## config.mk

```make
export PLATFORM = sky130hd
export DESIGN_NAME = interrupt_controller
export DESIGN_NICKNAME = d
export VERILOG_FILES = /design/src/rtl/interrupt_controller.sv
export SDC_FILE = /design/constraint.sdc
export NUM_CORES = 1
export LEC_CHECK = 0
export ABC_AREA = 1
export CAP_MARGIN = 20
export CORE_ASPECT_RATIO = 0.9
export CORE_MARGIN = 1.5
export CORE_UTILIZATION = 46
export DETAILED_ROUTE_END_ITERATION = 8
export GPL_TIMING_DRIVEN = 1
export PLACE_DENSITY = 0.84
export RECOVER_POWER = 50
export SYNTH_ARGS = -nofsm -noshare
export SYNTH_HDL_FRONTEND = slang
export SYNTH_SLANG_ARGS = --single-unit
```

## constraint.sdc

```tcl
create_clock -name i_Clk -period 2.44 [get_ports i_Clk]
set_clock_uncertainty 0.1 [all_clocks]
set_input_delay 0.488 -clock i_Clk [delete_from_list [all_inputs] [get_ports i_Clk]]
set_output_delay 0.488 -clock i_Clk [all_outputs]
set_load 0.02 [all_outputs]
```

## src/rtl/interrupt_controller.sv

```systemverilog
// Interrupt controller: IE/IF registers, IME flag, fixed-priority dispatch and restart-vector supply.
// Optional macro IRQ_SYNC_EN adds a 2-flop synchroniser on each i_Irq line ahead of edge detection.
module interrupt_controller #(
  parameter int         NUM_IRQ       = 5,
  parameter logic [7:0] VECTOR_BASE   = 8'h40,
  parameter int         VECTOR_STRIDE = 8
) (
  input  logic               i_Clk,
  input  logic               i_Rst,
  input  logic               i_Enable,
  input  logic [NUM_IRQ-1:0] i_Irq,
  input  logic               i_Write_IE,
  input  logic               i_Write_IF,
  input  logic [7:0]         i_Data,
  output logic [7:0]         o_IE,
  output logic [7:0]         o_IF,
  input  logic               i_Boundary,
  input  logic               i_EI,
  input  logic               i_DI,
  input  logic               i_RETI,
  output logic               o_IME,
  output logic               o_Irq_Req,
  input  logic               i_Irq_Ack,
  input  logic               i_Vector_Req,
  output logic [7:0]         o_Vector,
  output logic               o_Vector_Valid,
  output logic               o_Wake
);

  typedef enum logic [1:0] {ST_IDLE, ST_REQUEST, ST_ACTIVE} state_e;

  state_e             state_q, state_d;
  logic [7:0]         ie_q, ie_d;
  logic [NUM_IRQ-1:0] if_q, if_d;
  logic               ime_q, ime_d;
  logic               ei_pending_q, ei_pending_d;
  logic [7:0]         vector_q, vector_d;
  logic               vector_valid_q, vector_valid_d;
  logic [NUM_IRQ-1:0] hist_q;

  logic [NUM_IRQ-1:0] irq_s;
  logic [NUM_IRQ-1:0] rise;
  logic [NUM_IRQ-1:0] pending;
  logic [NUM_IRQ-1:0] sel_mask;
  logic [NUM_IRQ-1:0] clr_mask;
  logic               sel_found;
  logic [7:0]         sel_vector;
  logic               dispatch_vec;

`ifdef IRQ_SYNC_EN
  logic [NUM_IRQ-1:0] sync1_q, sync2_q;

  always_ff @(posedge i_Clk or posedge i_Rst) begin
    if (i_Rst) begin
      sync1_q <= '0;
      sync2_q <= '0;
    end else if (i_Enable) begin
      sync1_q <= i_Irq;
      sync2_q <= sync1_q;
    end
  end

  assign irq_s = sync2_q;
`else
  assign irq_s = i_Irq;
`endif

  assign rise    = irq_s & ~hist_q;
  assign pending = ie_q[NUM_IRQ-1:0] & if_q;

  // Lowest set bit wins: scan downward so the last hit is the highest priority.
  always_comb begin
    sel_found  = 1'b0;
    sel_mask   = '0;
    sel_vector = 8'h00;
    for (int i = NUM_IRQ - 1; i >= 0; i--) begin
      if (pending[i]) begin
        sel_found  = 1'b1;
        sel_mask   = '0;
        sel_mask[i] = 1'b1;
        sel_vector = VECTOR_BASE + 8'(i * VECTOR_STRIDE);
      end
    end
  end

  assign dispatch_vec = (state_q == ST_ACTIVE) && i_Vector_Req;
  assign clr_mask     = (dispatch_vec && sel_found) ? sel_mask : '0;

  // NOTE: every _d signal gets its default first so no path through this block infers a latch.
  always_comb begin
    state_d        = state_q;
    ie_d           = i_Write_IE ? i_Data : ie_q;
    if_d           = rise | (i_Write_IF ? i_Data[NUM_IRQ-1:0] : (if_q & ~clr_mask));
    ime_d          = ime_q;
    ei_pending_d   = ei_pending_q;
    vector_d       = vector_q;
    vector_valid_d = 1'b0;

    unique case (state_q)
      ST_IDLE:    if (i_Boundary && ime_q && (|pending)) state_d = ST_REQUEST;
      ST_REQUEST: if (i_Irq_Ack) state_d = ST_ACTIVE;
      ST_ACTIVE: begin
        if (i_Vector_Req) begin
          state_d        = ST_IDLE;
          vector_d       = sel_found ? sel_vector : 8'h00;
          vector_valid_d = 1'b1;
        end
      end
      default:    state_d = ST_IDLE;
    endcase

    if (i_DI || ((state_q == ST_REQUEST) && i_Irq_Ack)) begin
      ime_d        = 1'b0;
      ei_pending_d = 1'b0;
    end else begin
      if (i_Boundary && ei_pending_q) begin
        ime_d        = 1'b1;
        ei_pending_d = 1'b0;
      end
      if (i_RETI) ime_d = 1'b1;
      if (i_EI)   ei_pending_d = 1'b1;
    end
  end

  // NOTE: sequential state uses non-blocking assignments so every register samples pre-edge values.
  always_ff @(posedge i_Clk or posedge i_Rst) begin
    if (i_Rst) begin
      state_q        <= ST_IDLE;
      ie_q           <= '0;
      if_q           <= '0;
      ime_q          <= 1'b0;
      ei_pending_q   <= 1'b0;
      vector_q       <= 8'h00;
      vector_valid_q <= 1'b0;
      hist_q         <= '0;
    end else if (i_Enable) begin
      state_q        <= state_d;
      ie_q           <= ie_d;
      if_q           <= if_d;
      ime_q          <= ime_d;
      ei_pending_q   <= ei_pending_d;
      vector_q       <= vector_d;
      vector_valid_q <= vector_valid_d;
      hist_q         <= irq_s;
    end
  end

  always_comb begin
    o_IF = 8'hFF;
    o_IF[NUM_IRQ-1:0] = if_q;
  end

  assign o_IE           = ie_q;
  assign o_IME          = ime_q;
  assign o_Irq_Req      = (state_q == ST_REQUEST);
  assign o_Vector       = vector_q;
  assign o_Vector_Valid = vector_valid_q;
  assign o_Wake         = |pending;

endmodule

```

; Word level (Yosys, flattened, before mapping)
; Index checks and enable logic that the tools add are counted.
[word_totals]
reg_bits = 31
in_bits = 24
output_inout_bits = 28
elab_cells = 65
[classes]
n_eq_ne = 5
muxes = 30
n_bitwise = 6
reduce_logical = 16
[op_table]
columns = operator, n
row1 = two-way mux 8 bit, 5
row2 = two-way mux 5 bit, 7
row3 = AND 5 bit, 3
row4 = two-way mux 1 bit, 13
row5 = NOT 5 bit, 2
row6 = two-way mux 7 bit, 1
row7 = logical AND 1 bit, 6
row8 = two-way mux 2 bit, 3
row9 = one-hot mux 2 bit (3 select lines), 1
row10 = AND reduction 2 bit, 3
row11 = nonzero test 3 bit, 2
row12 = OR 5 bit, 1
row13 = OR reduction 5 bit, 1
row14 = != test 2 bit (second input constant), 2
row15 = AND reduction 4 bit, 1
row16 = AND reduction 3 bit, 1
row17 = == test 2 x 1 -> 1 bit (second input constant), 1
row18 = == test 2 bit (second input constant), 1
row19 = zero test 2 bit, 1
row20 = != test 2 x 1 -> 1 bit (second input constant), 1
row21 = logical OR 1 bit, 1

; Longest topological paths before layout
; Gate-level depths: netlist (run 1).
[logic_depth]
ltp_word = 12
depth_mapped = 7
ltp_nobuf = 7

; Worst setup path after synthesis (run 1)
; No wires, ideal clock.
[synth_path]
path_type = reg2out
startpoint = register if_q[1]
endpoint = output o_Wake
t_arrival_ps = 1037
t_required_ps = 1852
path_slack_ps = 815
stages_incl_launch_ff = 5
path_buffers = 0
cell_sequence = dfrtp_1 nand2_1 nand2_1 nor2_1 nand2_1
[synth_via]
elab_chain_cells = 2
[synth_rtl]
columns = item, line
row1 = "start, declared", 34  ; logic [NUM_IRQ-1:0] if_q, if_d;
row2 = "start signal, assigned", 139  ; if_q <= if_d;
row3 = AND 5 bit, 69  ; assign pending = ie_q[NUM_IRQ-1:0] & if_q;
row4 = OR reduction 5 bit, 158  ; assign o_Wake = |pending;
row5 = "end, declared", 27  ; output logic o_Wake
; No other way between the ends.

; Worst setup path in the final report (run 1)
; Ends and elaborated chain as after synthesis.

==> impl_metrics.ini, run 1 <==
[sta]
hold_violations = 0
final.period_utilization_pct = 93.6
max_slew.worst_pin.slew_ps = 1470
final-setup-viol-count = 0
tns_ps = 0
max_slew_headroom_pct = 1.98
grt_setup_unrepaired = no
max_fclk_ghz = 0.438
period_needed_ps = 2280
post-route-worst-setup-slack_ps = 156
slew_violations = 0

[worst_setup_path]
setup.worst_path.class = reg -> out
rrSetupSlack_ps = 950
worstRegToRegCells = 5
timing.critical_path.to_type = output port
start_kind = flip-flop
worstPathMaxFanout = 5
r2r_start = if_q[1]
required_ps = 1850
crit_start = if_q[1]
worstReg2RegEnd = o_Vector[6]
worst-endpoint-arrival_ps = 1700

[placement]
worst_setup_timing_slack_at_the_placement_stage_ps = 243
io_buffer_count = 44
final_replace_weighted_congestion = 0.913
place_hpwl_mm = 2.26

[floorplan]
core.rowCount = 18
design.core.area_sq_um = 2750
initial_utilization_pct = 48.4
die_height_microns = 54.0
fp.dieArea_sq_um = 3220
fp.dieW_microns = 59.7
top_level_ports = 52

[min_path]
min-delay-start = hist_q[0]
min-delay-path-class = reg -> reg
holdPathStages = 2
holdPathEnd = hist_q[0]

[clock_network]
worst_setup_hold_path_clk_slew_ps = 140
clk_root_buffer_cell = clkbuf_4
cts_buffers = 3
tritoncts_clock_tree = built
clkLatencyLatePin_ps = 320
cts_max_level = 1
tritoncts_num_sinks = 27
clock_path_buffers = 2

[synthesis]
syn_area_per_cell_sq_um = 8.92
synth_cell_type_count = 20
synth.cell_area_sq_um = 1330
synth_warnings = 0
synth-seq-area-share_pct = 50.8
ff_latch_count_synth = 27
syn_inst = 149

[grt]
grt.overflow.total = 0
pin_count_of_the_biggest_net_entering_global_routing = 28
grt_antenna_before_repair = 0
groute.usage.overall_pct = 20.1
global_route_wire_length_before_repair_mm = 4.82
grt_pass1_vias = 1120

[routing]
dr.pass1.iters = 4
route.vias.total = 1141
drt-vias-per-instance = 4.86
detail_route.drc_violations = 0
postRouteAntennaNets = 0
postRouteWirelength_mm = 2.90
wl_per_cell_microns = 12.3
drt_iter0_drc = 29

[finish]
nets_finish = 220
area.growth.synth_to_final_pct = 35.7
filler_cell_count = 239
area.sequential_sq_um = 676
multi_input_area_sq_um = 520
antenna_cells = 0
drive_above_1_share_pct = 8.21

[power]
total_leakage_power_uw = 0.000844
power-per-cell-area_nw_per_um2 = 732
worst_ir_drop_vdd_mv = 0.334

[job]
maxCapViolations = 0

[outcome]
status = complete, no violations
[worst max-delay path, cell delays in order, from the launching register on]
cell	delay, ps
dfrtp_1	430
nand2_1	170
nand2_1	90
nor2_1	180
nand2_1	150
dlygate4sd2_1	350
[metal layers]
metal,wire [microns],up-vias,GRT usage [%],part of all wire (%)
met5,0,-,0,0
met3,167,4,3.37,5.8
met2,1390,40,35.0,48
met1,1310,530,25.3,45
met4,34,0,6.67,1.2
li1,-,567,-,-
[sequential cells by signal, indices dropped and copies added (netlist names)]
name and count:
o_IE 8, hist_q 5, if_q 5, o_Vector 4, state_q 2, ei_pending_q 1
o_IME 1, o_Vector_Valid 1
[worst max-delay path by stage]
stage,endpoint,slack [ps],depth (start not counted)
5_1_grt,o_Wake,40,5
6_report,o_Wake,160,5
4_1_cts,o_Wake,110,5
3_3_place_gp,o_Vector[6],290,4
2_1_floorplan,o_Wake,810,4
3_5_place_dp,o_Vector[3],240,4
[where the power goes]
group,internal [uW],switching (uW)
clock,64.1,127
sequential,540,64.8
combinational,251,274
total,854,466
[kinds of logic (layout without fill, tap and decap cells)]
kind of cell	Yosys count	count (layout)	share of synthesized area (%)
other cells	2	7	0.565
simple gates	52	52	17.8
compound gates	28	28	11.0
mux	9	9	8.19
flops	27	27	50.8
buf+inv	31	72	11.6
[cell type report]
| class | instances | area share (%) |
|---|---|---|
| tap | 40 | 2.78 |
| multi-input combinational | 96 | 28.9 |
| clock buffer | 4 | 1.46 |
| sequential | 27 | 37.5 |
| inverter | 22 | 4.65 |
| timing repair buffer | 46 | 24.8 |
[cell usage in the layout, fill, tap and decap left out, drive strengths merged, types with 7 or more instances in the layout]
cell / synthesis / layout
clkdlybuf4s50: 0 / 41
dfrtp: 27 / 27
nand2: 26 / 26
inv: 22 / 21
o21ai: 16 / 16
nor2: 10 / 10
a21oi: 10 / 10
nand3: 9 / 9
mux2: 9 / 9
conb: 2 / 7
[stage by stage]
stage | total power [uW] | cells | instance area (sq um) | hold WS (ps) | utilization [%]
4_1_cts | 1340 | 235 | 1810 | 412 | 65.8
2_1_floorplan | 902 | 154 | 1350 | 348 | -
6_report | 1320 | 235 | 1800 | 410 | 65.6
3_5_place_dp | 1150 | 231 | 1780 | 374 | 64.9
5_1_grt | 1410 | 235 | 1800 | 438 | 65.6
3_3_place_gp | 1130 | 231 | 1780 | 370 | 64.9
[cell usage after synthesis, drive strengths merged]
master | count | share of area (%)
nand3 | 9 | 3.4
conb | 2 | 0.57
mux2 | 9 | 8.2
o21ai | 16 | 6.0
dfrtp | 27 | 51
nor2 | 10 | 2.8
nand2 | 26 | 7.3
buf | 9 | 5.2
nand4 | 3 | 1.9
a21oi | 10 | 3.8
inv | 22 | 6.4
a221oi | 1 | 0.66
a21o | 1 | 0.57
nor3 | 4 | 2.4
[what timing repair did]
action                     4_1_cts  5_1_grt
resized for setup                1        1
buffers inserted                 0        0
pin swaps                        0        0
setup endpoints to repair        1        1
hold buffers                     0        0
(Power assumes the default switching activity.)
==> inputs of run 2 (changes only) <==
Settings changed: PLACE_DENSITY 0.84 to default, PLACE_DENSITY_LB_ADDON from default to 0.3.
==> run 2 against run 1 <==
Compared with the run above: hold slack got worse by 7.8 ps; combinational power about the same; critical path depth unchanged; critical path type unchanged; flip-flop and latch count unchanged; global-route usage increased by 0.41 points; total power increased by 1.2%; non-clock buffer count increased by 1; count of clock-buffer cells in the layout decreased by 1; highest routed layer unchanged; clock power increased by 7%; sequential power about the same.
==> impl_metrics.ini, run 2 (synthesized netlist as in run 1, its figures left out) <==
[outcome]
status = complete, no violations

[floorplan]
die_height_microns = 54.0
initial_utilization_pct = 48.4
fp.dieW_microns = 59.7
core.rowCount = 18
fp.dieArea_sq_um = 3220
design.core.area_sq_um = 2750
top_level_ports = 52

[sta]
period_needed_ps = 2280
post-route-worst-setup-slack_ps = 157
final-setup-viol-count = 0
slew_violations = 0
grt_setup_unrepaired = no
max_slew.worst_pin.slew_ps = 1430
hold_violations = 0
final.period_utilization_pct = 93.6
tns_ps = 0
max_slew_headroom_pct = 4.45
max_fclk_ghz = 0.438

[job]
maxCapViolations = 0

[routing]
postRouteAntennaNets = 0
detail_route.drc_violations = 0
drt_iter0_drc = 31
route.vias.total = 1143
postRouteWirelength_mm = 2.97
wl_per_cell_microns = 12.6
drt-vias-per-instance = 4.84
dr.pass1.iters = 4

[power]
worst_ir_drop_vdd_mv = 0.345
power-per-cell-area_nw_per_um2 = 740
total_leakage_power_uw = 0.000842

[finish]
drive_above_1_share_pct = 8.67
nets_finish = 221
commonest_non_fill_non_tap_cell_in_the_layout = clkdlybuf4s50_1
multi_input_area_sq_um = 514
filler_cell_count = 256
area.sequential_sq_um = 676
antenna_cells = 0
area.growth.synth_to_final_pct = 35.8
largest_reg_flops = 8
top_library_cells_by_usage_in_the_layout_fill_and_taps_aside = clkdlybuf4s50_1, dfrtp_1, nand2_1

[worst_setup_path]
start_kind = flip-flop
timing.critical_path.to_type = output port
crit_start = if_q[1]
required_ps = 1850
r2r_start = state_q[0]
worstPathMaxFanout = 5
worst-endpoint-arrival_ps = 1700
setup.worst_path.class = reg -> out

[clock_network]
tritoncts_num_sinks = 27
worst_setup_hold_path_clk_slew_ps = 160
cts_repair_resize_count = 1
cts_max_level = 1
clock_path_buffers = 2
clk_root_buffer_cell = clkbuf_4
post-cts-setup-buffers = 0
cts_hold_buf = 0
cts_buffers = 3
clkLatencyLatePin_ps = 330
tritoncts_clock_tree = built

[placement]
final_replace_weighted_congestion = 0.825
io_buffer_count = 44
worst_setup_timing_slack_at_the_placement_stage_ps = 285
place_hpwl_mm = 2.27

[grt]
grt.overflow.total = 0
grt_pass1_vias = 1100
pin_count_of_the_biggest_net_entering_global_routing = 28
groute.usage.overall_pct = 20.5
global_route_wire_length_before_repair_mm = 4.88
grt_antenna_before_repair = 0

[min_path]
min-delay-start = hist_q[1]
min-delay-path-class = reg -> reg
run 2: layout make-up:
cell class	instances	share of cell area, %
clock inverters	1	0.416
repair buffers	47	25.0
clock buffers	3	1.25
inverters	22	4.65
multi-input cells	96	28.5
well taps	40	2.77
flip-flops and latches	27	37.4
run 2: where the power goes:
group,leakage (uW),switching (uW),internal (uW)
combinational,0.000504,277,251
sequential,0.000323,63.2,539
clock,0.0000139,143,62.5
total,0.000842,483,853
run 2: path summary, 6_finish.rpt:
path	end	slack (ps)	cells after the start
max in group asynchronous	hist_q[1]	450	3
max	o_Wake	160	5
min in group asynchronous	state_q[1]	960	3
max reg2reg	o_Vector[6]	870	4
min	hist_q[1]	400	2
min reg2reg	hist_q[1]	400	2
run 2: layer usage:
metal | vias up | routed length (microns) | GRT usage (%)
li1 | 561 | - | -
met1 | 536 | 1310 | 27.1
met2 | 42 | 1440 | 34.4
met3 | 4 | 192 | 3.61
met4 | 0 | 31 | 5.93
met5 | - | 0 | 0
run 2: critical path: stages, from the launching register on:
cell and delay, ps:
dfrtp_1 440, nand2_1 160, nand2_1 100, nor2_2 160
nand2_1 150, dlygate4sd2_1 360
run 2: metrics by stage:
step	hold slack, ps	power, uW	area (sq um)	std cells	utilization [%]
CTS	406	1350	1820	236	66.3
detailed placement	371	1150	1790	232	65.2
floorplan	348	902	1350	154	-
finish	402	1340	1800	236	65.7
global placement	364	1130	1790	232	65.2
global route	429	1410	1800	236	65.7
==> inputs of run 3 (changes only) <==
Settings changed: CAP_MARGIN 20 to default.
==> results of run 3 <==
No change in the layout: final DEF, timing and power equal those of run 2.
